<file path="src/rtl/rv32i_dbus_bridge.sv">
// RV32I data-bus master: turns the LSU's single-cycle access into a Wishbone B4
// classic cycle, stalling the core until ack, error or timeout.
module rv32i_dbus_bridge #(
    parameter int TIMEOUT = 255,
    parameter int CNT_W   = 8
) (
    input  logic        clk_i,
    input  logic        rst_ni,
    input  logic        req_i,
    input  logic        we_i,
    input  logic [31:0] addr_i,
    input  logic [31:0] wdat_i,
    input  logic [3:0]  be_i,
    output logic        stall_o,
    output logic [31:0] rdat_o,
    output logic        err_o,
    output logic        wb_cyc_o,
    output logic        wb_stb_o,
    output logic        wb_we_o,
    output logic [31:0] wb_adr_o,
    output logic [31:0] wb_dat_o,
    output logic [3:0]  wb_sel_o,
    input  logic [31:0] wb_dat_i,
    input  logic        wb_ack_i,
    input  logic        wb_err_i
);

    typedef enum logic [1:0] {S_IDLE, S_BUS, S_ERR, S_DONE} state_t;

    localparam bit               TO_EN    = (TIMEOUT != 0);
    localparam logic [CNT_W-1:0] CNT_LAST = CNT_W'(TO_EN ? TIMEOUT - 1 : 0);

    state_t           state, state_nxt;
    logic [CNT_W-1:0] cnt;
    logic             timed_out;

    assign timed_out = TO_EN && (cnt == CNT_LAST);

    always_ff @(posedge clk_i or negedge rst_ni) begin
        if (!rst_ni) state <= S_IDLE;
        else         state <= state_nxt;
    end

    // Error wins over ack; DONE/ERR always fall back through IDLE so accesses never merge.
    always_comb begin
        state_nxt = state;
        case (state)
            S_IDLE: if (req_i) state_nxt = S_BUS;
            S_BUS: begin
                if (wb_err_i)       state_nxt = S_ERR;
                else if (wb_ack_i)  state_nxt = S_DONE;
                else if (timed_out) state_nxt = S_ERR;
            end
            S_ERR:   state_nxt = S_IDLE;
            S_DONE:  state_nxt = S_IDLE;
            default: state_nxt = S_IDLE;
        endcase
    end

    always_ff @(posedge clk_i or negedge rst_ni) begin
        if (!rst_ni) begin
            wb_cyc_o <= 1'b0;
            wb_we_o  <= 1'b0;
            wb_adr_o <= '0;
            wb_dat_o <= '0;
            wb_sel_o <= '0;
            rdat_o   <= '0;
            cnt      <= '0;
        end else begin
            case (state)
                S_IDLE: if (req_i) begin
                    wb_cyc_o <= 1'b1;
                    wb_we_o  <= we_i;
                    wb_adr_o <= addr_i & 32'hFFFF_FFFC;
                    wb_dat_o <= wdat_i;
                    wb_sel_o <= be_i;
                    cnt      <= '0;
                end
                S_BUS: begin
                    if (wb_err_i || (!wb_ack_i && timed_out)) begin
                        wb_cyc_o <= 1'b0;
                        rdat_o   <= '0;
                    end else if (wb_ack_i) begin
                        wb_cyc_o <= 1'b0;
                        if (!wb_we_o) rdat_o <= wb_dat_i;
                    end else begin
                        cnt <= cnt + CNT_W'(1);
                    end
                end
                default: ;
            endcase
        end
    end

    assign wb_stb_o = wb_cyc_o;
    assign err_o    = (state == S_ERR);
    assign stall_o  = req_i & ((state == S_IDLE) | (state == S_BUS));

endmodule

</file>
<file path="config.mk">
export PLATFORM = sky130hd
export DESIGN_NAME = rv32i_dbus_bridge
export DESIGN_NICKNAME = d
export VERILOG_FILES = /design/src/rtl/rv32i_dbus_bridge.sv
export SDC_FILE = /design/constraint.sdc
export NUM_CORES = 1
export LEC_CHECK = 0
export ABC_AREA = 1
export CORE_ASPECT_RATIO = 0.75
export CORE_MARGIN = 5
export CORE_UTILIZATION = 40
export DETAILED_ROUTE_END_ITERATION = 8
export PLACE_DENSITY = 0.9
export SYNTH_ARGS = -nofsm -noshare
export SYNTH_HDL_FRONTEND = slang
export SYNTH_SLANG_ARGS = --single-unit
</file>
<file path="constraint.sdc">
create_clock -name clk_i -period 3.45 [get_ports clk_i]
set_input_delay 0.8625 -clock clk_i [delete_from_list [all_inputs] [get_ports clk_i]]
set_output_delay 0.8625 -clock clk_i [all_outputs]
set_load 0.01 [all_outputs]
</file>
==> metrics.md <==
| Metric | Value |
|---|---|
| Outcome | finished, final reports clean |
| Area grow syn2layout | 53.0% |
| RR Startpoint | cnt[0]$_DFFE_PN0P_ |
| Most used cell, CP | clkdlybuf4s50_1 |
| Worst slew pin tran | 0.714 ns |
| Residual DRC | 0 |
| GRT Util Overall | 0.183 |
| DRT antenna net count | 0 |
| Final hold violations | 0 |
| Via density | a little over 5 |
| Critical path startpoint category | primary input |
| Critical Path Source | req_i |
| Clock Tree Buf Depth | 2 |
| Setup Skew | 0.0113 ns |
| Vias | between 3000 and 4000 |
| Setup TNS | 0 ns |
| Clk root buf | clkbuf_16 |
| Clock transition at the registers of the reported paths | about 0.07 ns |
| Hold_sp | rdat_o[25]$_DFFE_PN0P_ |
| Mapped Area | around 4600 um2 |
| GR Overflow Total | 0 |
| Worst setup margin | 0.553 ns |
| Routed Wire Length | between 10000 and 15000 um |
| Die width | around 130 um |
| Global-route wire length before repair | between 20000 and 25000 um |
| Top delay family on crit path | buffers and inverters |
| H-tree levels | 3 |
| Crit Path Class | in -> out |
| # rows | 33 |
| Largest net degree at the start of global routing | 57 |
| Pre-CTS setup slack | around 0.55 ns |
| TritonCTS Sinks | 110 |
| Synthesized instance count | 370 |
| Clock period minus worst slack | a little under 3 ns |
| Crit share post-route | 0.840 |
| Hold Path End | rdat_o[25]$_DFFE_PN0P_ |
| Gpl congestion | 0.792 |
| Final setup viols | 0 |
| Power per cell area | between 800 and 900 nW/um2 |
| Min-Delay Path Class | reg -> reg |
| Clk_lat worst skew | 0.34 ns |
| Max Cap Viol | 0 |
| Core Footprint | 11100 um2 |
| I/O pin cnt | ~210 |
| Num CTS Buffers | 9 |
| Share of layout cells above drive strength 1 | 0.179 |
| CP Max Fanout | 3 |
| Initial DRC Count | 117 |
| Routed length per instance | between 15 and 20 um |
| CP Data Arrival Time | about 2.0 ns |
| RSZ-0062 raised after global routing | no |
| Crit path capture type | primary output |
| Pleak | about 3.2 nW |
| Initial core utilization | 0.414 |
| Initial antenna violation count | 0 |
| Worst r2r dst | rdat_o[0]$_DFFE_PN0P_ |
| Synth area leaders | dfrtp_1 60%, mux2_4 10%, mux2_2 8.8%, nand2_1 6.4%, nand4_1 4.5% |
| Cts hold-fix bufs | 0 |
| Post-Synth Adder-Cell Area | 0.00544 |
| Crit-path slowest cell | clkdlybuf4s50_1 |
| Synthesized-area fraction occupied by and/or/nand/nor cells | 0.143 |
| Largest family of logic cells by synthesized area | multiplexers |
| Buf/Inv on CP | 3 |
| Die ar. | between 10000 and 15000 um2 |
| Headroom to the max-slew limit | 0.524 |
| DP Wirelength | 9470 um |
| Synth Warn # | 0 |
| Syn Area/Cell | between 10 and 15 um2 |
| Post-cts resize count | 0 |
| Worst IR Drop VDD | ~0.57 mV |
| Number of global-route vias before repair | between 3000 and 4000 |
| Required @ worst endpoint | about 2.6 ns |
| # port buffers | roughly 210 |
| CTS tree | yes |
| Distinct cell type count of the synthesized netlist | 25 |
| Diode count | 0 |
| Post-CTS Setup Bufs | 0 |
| R2r setup slk | roughly 1.6 ns |
| Hold Path Depth | 2 |
| Post-synthesis mux area share | 0.189 |
| Core Util, Final | 0.634 |
| Post-synthesis compound-gate area fraction | 0.0122 |
| R2R depth | 9 |
| Count of final max-slew check failures | 0 |
| DR pass1 iterations | 4 |
| Crit-path cells | clkdlybuf4s50_1 -> inv_1 -> nor2_4 -> clkdlybuf4s50_1 |
| Post-synthesis sequential area ratio | 0.599 |
| Synth top area share | 0.599 |
| Die height | between 100 and 150 um |
| Slowest cell delay on critical path | ~0.55 ns |
| Peak Freq | 345 MHz |
| Layout Nets | between 600 and 700 |
| Largest area contributor in the netlist | dfrtp_1 |
| Post-Synth XOR/XNOR Area | 0.00762 |
| Post-synthesis register bit count | 110 |
-- worst max path at each step --
stage / endpoint / slack (ns) / cells after the start
after floorplan: stall_o / 1.57 / 2
final: stall_o / 0.55 / 4
after global routing: stall_o / 0.51 / 4
after CTS: stall_o / 0.54 / 4
after global placement: stall_o / 0.53 / 4
after detailed placement: stall_o / 0.55 / 4
-- state kept, by name (all words and copies together) (netlist names) --
signal / count
rdat_o: 32
wb_adr_o: 30
wb_we_o: 1
wb_sel_o: 4
wb_cyc_o: 1
cnt: 8
wb_dat_o: 32
state: 2
-- cell usage after synthesis --
cell type / number
dfrtp_1: 110
nand2_1: 79
mux2_2: 36
nand4_1: 33
mux2_4: 31
nand3_1: 13
buf_2: 9
inv_1: 8
clkbuf_1: 6
buf_6: 5
nand2_2: 5
nor2_1: 5
a21oi_1: 4
buf_4: 4
inv_2: 3
o21ai_0: 3
o21ai_1: 3
xor2_1: 3
ha_1: 2
nor2_2: 2
nor2_4: 2
conb_1: 1
o22ai_1: 1
or2_2: 1
xnor2_1: 1
-- report_power, final --
group | internal [mW] | total, mW | switching [mW]
combinational | 1.75 | 2.94 | 1.18
clock | 0.536 | 0.998 | 0.462
sequential | 1.90 | 2.28 | 0.374
-- stage by stage --
step           hold slack (ns)  cell area [um2]  total power [mW]  std cells
2_1_floorplan            0.493             4600              3.61        371
3_3_place_gp             0.461             6750              5.13        699
3_5_place_dp             0.465             6750              5.26        699
4_1_cts                  0.484             7040              6.28        715
5_1_grt                  0.506             7040              6.58        715
6_report                 0.481             7040              6.21        715
-- layer usage --
layer,track usage,part of all wire,vias to the layer above
met1,0.213,0.38,1782
met4,0.0458,0.014,0
met5,0,0,-
met2,0.320,0.50,172
met3,0.0766,0.10,18
li1,-,-,1650
-- cells in the final DEF (no fill, tap or decap), types with 4 or more instances in the layout --
| cell | count |
|---|---|
| a21oi_1 | 4 |
| mux2_4 | 31 |
| clkdlybuf4s50_1 | 205 |
| dfrtp_1 | 110 |
| nand2_2 | 4 |
| nor2_1 | 5 |
| nand4_1 | 33 |
| mux2_2 | 36 |
| nand2_1 | 79 |
| clkbuf_16 | 9 |
| buf_4 | 6 |
| inv_1 | 8 |
| nand3_1 | 13 |
-- worst reg2reg max path, delay by kind of cell, from the launching register on --
kind | cells | cell delay [ns]
fa+ha+maj | 1 | 0.14
buf+inv | 2 | 0.12
flops | 1 | 0.42
simple gates | 6 | 1.05
-- area by class of cell --
| type | instances | area, um2 |
|---|---|---|
| Clock buffer | 11 | 253 |
| Tap cell | 140 | 175 |
| Inverter | 11 | 41.3 |
| Multi-Input combinational cell | 226 | 1660 |
| Clock inverter | 5 | 38.8 |
| Fill cell | 841 | 4070 |
| Sequential cell | 110 | 2750 |
| Timing Repair Buffer | 212 | 2120 |
-- cells by family (layout without fill, tap and decap cells) --
| logic type | count (synthesis) | after routing |
|---|---|---|
| other | 1 | 2 |
| buffers and inverters | 35 | 239 |
| multiplexers | 67 | 67 |
| flip-flops | 110 | 110 |
| AND/OR/NAND/NOR | 140 | 140 |
| adder cells (fa/ha/maj) | 2 | 2 |
| XOR/XNOR | 4 | 4 |
| AO/OA/AOI/OAI | 11 | 11 |
Note: power is estimated with default switching activity, not from simulation.
==> variant 1, RTL diff (same flow settings) <==
The 4 states of `state_t` get a Gray code encoding in 2 bits.
--- a/src/rtl/rv32i_dbus_bridge.sv
+++ b/src/rtl/rv32i_dbus_bridge.sv
@@ -25,7 +25,7 @@
     input  logic        wb_err_i
 );
 
-    typedef enum logic [1:0] {S_IDLE, S_BUS, S_ERR, S_DONE} state_t;
+    typedef enum logic [1:0] {S_IDLE = 2'b00, S_BUS = 2'b01, S_ERR = 2'b11, S_DONE = 2'b10} state_t;
 
     localparam bit               TO_EN    = (TIMEOUT != 0);
     localparam logic [CNT_W-1:0] CNT_LAST = CNT_W'(TO_EN ? TIMEOUT - 1 : 0);
Check against the original RTL: same outputs for any inputs over 10 cycles, from zero or initial values and one cycle with rst_ni low; not proved beyond that.
==> variant 1 against the original RTL <==
Synthesized area decreased by 0.30%. Wire length is 3.7% lower. Hold slack better by 0.0070 ns. Sequential share of layout area rose by 0.12 points. Synthesized cell count fell by 0.54%. Combinational power is 1% higher. Power grew 0.72%. Final area shrank 0.30%. Sequential cell count is the same. Setup slack worse by 0.039 ns. Critical endpoint unchanged. Largest power group unchanged. Highest routed layer unchanged.
==> variant 1: results (changes against the original RTL) <==
crit path max fanout - 4 (+1)
TNS Setup - 0 ns (unchanged)
H-tree levels - 3 (unchanged)
Largest regs - rdat_o (32), wb_dat_o (32), wb_adr_o (30)
Max VDD drop - 0.479 mV (-16%)
Via density - 4.96 (-2.0%)
largest net degree at the start of global routing - 63 (+11%)
share of cells above drive strength 1 - 17.0% (-0.90 points)
Mean Syn Cell Area - 12.5 sq um (+0.24%)
clock skew - 0.00848 ns (-0.00286 ns)
Num CTS Buffers - 9 (unchanged)
root buf cell - clkbuf_16
Clock transition at path regs - 0.06 ns
synth cell count leaders - 110 x dfrtp_1, 80 x nand2_1, 36 x mux2_2
YS warnings - 0 (unchanged)
Leakage - 3.21 nW (about the same)
Post CTS Setup Buffer Count - 0 (unchanged)
Distinct cells, synth - 25 (unchanged)
nets - 675 (-0.44%)
initial antenna violation count - 0 (unchanged)
worst-margin pin slew - 0.629 ns (-0.0853 ns)
gr ovfl total - 0 (unchanged)
HP Class - flop to flop
post-CTS sizing - 0 (unchanged)
fillcell total - 829 (-1.4%)
total track usage - 17.9% (-0.45 points)
ANT cells - 0 (unchanged)
number of global-route vias before repair - 3,803 (-4.1%)
DRT iter0 DRCs - 133 (+14%)
ys async rst share - 100% (unchanged)
DR WL/cell - 17.1 um (-3.1%)
routability cong. - 0.810 (+2.3%)
# placed instances - 696 (-0.43%)
synth top area cells - dfrtp_1 60%, mux2_4 10%, mux2_2 8.8%, nand2_1 6.6%, nand4_1 4.6%
clk_lat worst skew - 0.34 ns (about the same)
Final HPWL DP - 9080 um (-4.2%)
Port-buffer cells - 206 (unchanged)
first-pass GRT wire length - 19,500 um (-3.1%)
crit path DAT - 2.07 ns (+0.04 ns)
non-filler cells, final - 710 (-0.70%)
sequential cell area fraction in the yosys report - 60.0% (+0.18 points)
clock buffer depth - 2 (unchanged)
TritonRoute pass-1 iters - 4 (unchanged)
status - completed
-- variant 1: power by group --
group | switching, W | total, W | internal, W
combinational | 0.00120 | 0.00298 | 0.00178
sequential | 0.000376 | 0.00229 | 0.00192
clock | 0.000435 | 0.000989 | 0.000554
-- variant 1: cell type report --
cell class                      count  area [sq um]  area share (%)
Clock inverter                      4          50.0           0.713
Tap cell                          140           175            2.50
Timing Repair Buffer              211          2120            30.2
Clock buffer                       10           229            3.26
Multi-Input combinational cell    224          1650            23.5
Sequential cell                   110          2750            39.2
Inverter                           11          41.3           0.589
-- variant 1: per-stage QoR --
stage / worst slack (ns) / area [sq um]
2_1_floorplan: 1.55 / 4590
6_report: 0.514 / 7020
3_5_place_dp: 0.518 / 6740
3_3_place_gp: 0.513 / 6740
4_1_cts: 0.511 / 7020
5_1_grt: 0.470 / 7020
-- variant 1: cell families (layout without fill, tap and decap cells) --
logic type | Yosys count | after routing | synth area share [%]
buffers and inverters | 35 | 236 | 4.31
AND/OR/NAND/NOR | 141 | 141 | 14.3
AO/OA/AOI/OAI | 8 | 8 | 0.955
adder cells (fa/ha/maj) | 2 | 2 | 0.546
other | 1 | 2 | 0.0818
XOR/XNOR | 4 | 4 | 0.764
multiplexers | 67 | 67 | 19.0
flip-flops | 110 | 110 | 60.0
-- variant 1: worst max-delay path, cell delays in order --
cell,delay (ns)
clkdlybuf4s50_1,0.46
inv_1,0.06
nor2_4,0.13
clkdlybuf4s50_1,0.56
-- variant 1: final timing paths --
check                      slack, ns        from  depth (start not counted)      endpoint
max                             0.51       req_i                          4       stall_o
min                             0.49  rdat_o[18]                          2    rdat_o[18]
min reg2reg                     0.49  rdat_o[18]                          2    rdat_o[18]
max reg2reg                     1.55    state[1]                          7    rdat_o[28]
max in group asynchronous       2.14      rst_ni                          2  wb_dat_o[18]
min in group asynchronous       0.52      rst_ni                          1  wb_adr_o[15]
-- variant 1: layer usage --
layer | wire (um) | track usage (%) | part of all wire, % | up-vias
met3 | 1300 | 8.00 | 11 | 14
met1 | 4900 | 21.5 | 40 | 1694
li1 | - | - | - | 1640
met4 | 140 | 4.27 | 1.2 | 0
met2 | 5780 | 30.0 | 48 | 175
met5 | 0 | 0 | 0 | -
==> variant 2, RTL diff (same settings) <==
Without the edit above. `CNT_W`: 8 -> 12.
--- a/src/rtl/rv32i_dbus_bridge.sv
+++ b/src/rtl/rv32i_dbus_bridge.sv
@@ -2,7 +2,7 @@
 // classic cycle, stalling the core until ack, error or timeout.
 module rv32i_dbus_bridge #(
     parameter int TIMEOUT = 255,
-    parameter int CNT_W   = 8
+    parameter int CNT_W   = 12
 ) (
     input  logic        clk_i,
     input  logic        rst_ni,
Check against the original RTL: no difference found for any inputs over 4 cycles, from zero or initial values and one cycle with rst_ni low; that may be too few to reach the edited logic, so the function may still have changed.
==> variant 2 against the original RTL <==
Clock skew down 0.00070 ns. Synthesized area up 6.5%. Utilization about the same. Wire length up 16%. Final area up 9.2%. Cell count up 32%. Power up 11%. Global-route usage up 1.6 points. First-iteration DRC count rose to 2.6 times the old value. Setup slack worse by 0.067 ns. Sequential cell count up 4.
==> variant 2: results (changes against the original RTL) <==
wire length on met2 - 6610 um (+4.8%)
clk_lat worst skew - 0.40 ns (+0.06 ns)
fillcell total - 937 (+11%)
Routed WL - 14,600 um (+16%)
non-filler cells, final - 947 (+32%)
Distinct cells, synth - 31 (+24%)
Num CTS Buffers - 17 (+8)
Max VDD drop - 0.570 mV (-0.21%)
first-pass GRT wire length - 22,700 um (+13%)
status - completed
routability cong. - 0.857 (+8.2%)
H-tree levels - 4 (+1)
Multi-In Gates - 402 (+78%)
nonclk buf count - 213 (+0.47%)
Yosys reg bits - 114 (+3.6%)
worst rel slew slack - 46.5% (-5.9 points)
Std-Cell Rows - 35 (+6.1%)
Mean Syn Cell Area - 8.65 sq um (-30%)
largest net degree at the start of global routing - 71 (+25%)
clock skew - 0.0106 ns (-0.000703 ns)
total track usage - 20.0% (+1.6 points)
nets - 876 (+29%)
GRT met2 Usage - 31.2% (-0.82 points)
synth cell count leaders - 295 x nand2_1, 114 x dfrtp_1, 36 x nand4_1
Leakage - 3.67 nW (+14%)
Final clock-cell share - 7.91% (+3.8 points)
area of the multi-input gates - 1790 sq um (+8.1%)
DRT met1 WL - 5770 um (+19%)
crit path DAT - 2.10 ns (+0.07 ns)
# placed instances - 915 (+31%)
M3 GR Usage - 10.9% (+3.2 points)
DRT iter0 DRCs - 305 (+160%)
met3 wire length - 1920 um (+53%)
placed cell area - 7080 sq um (+4.9%)
FF-to-FF path depth - 8 (-1)
Clock transition at path regs - 0.05 ns (-0.02 ns)
Non-clock buffers, area share - 27.8% (-2.3 points)
pre-CTS setup slack - 0.469 ns (-0.0848 ns)
variant 2: logic make-up after synthesis:
family / Yosys count / share of synthesized area [%]
other: 1 / 0.0766
and+or+nand+nor: 377 / 33.1
xor gates and xnor gates: 1 / 0.179
buffers and inverters: 51 / 5.26
AOI/OAI and AO/OA: 20 / 2.58
DFF: 114 / 58.3
adders and majority gates: 2 / 0.511
variant 2: worst paths after layout:
kind / startpoint / to / slack, ns
worst max-delay path: req_i / stall_o / 0.49
worst min-delay path: rdat_o[25] / rdat_o[25] / 0.47
worst max register to register: state[1] / rdat_o[22] / 1.53
worst min register to register: rdat_o[25] / rdat_o[25] / 0.47
max in group asynchronous: rst_ni / rdat_o[6] / 2.13
min in group asynchronous: rst_ni / rdat_o[10] / 0.54
variant 2: report_power, final:
group	internal, W	switching, W	leakage, nW
combinational	0.00141	0.00140	1.92
clock	0.00115	0.000635	0.288
sequential	0.00193	0.000356	1.46
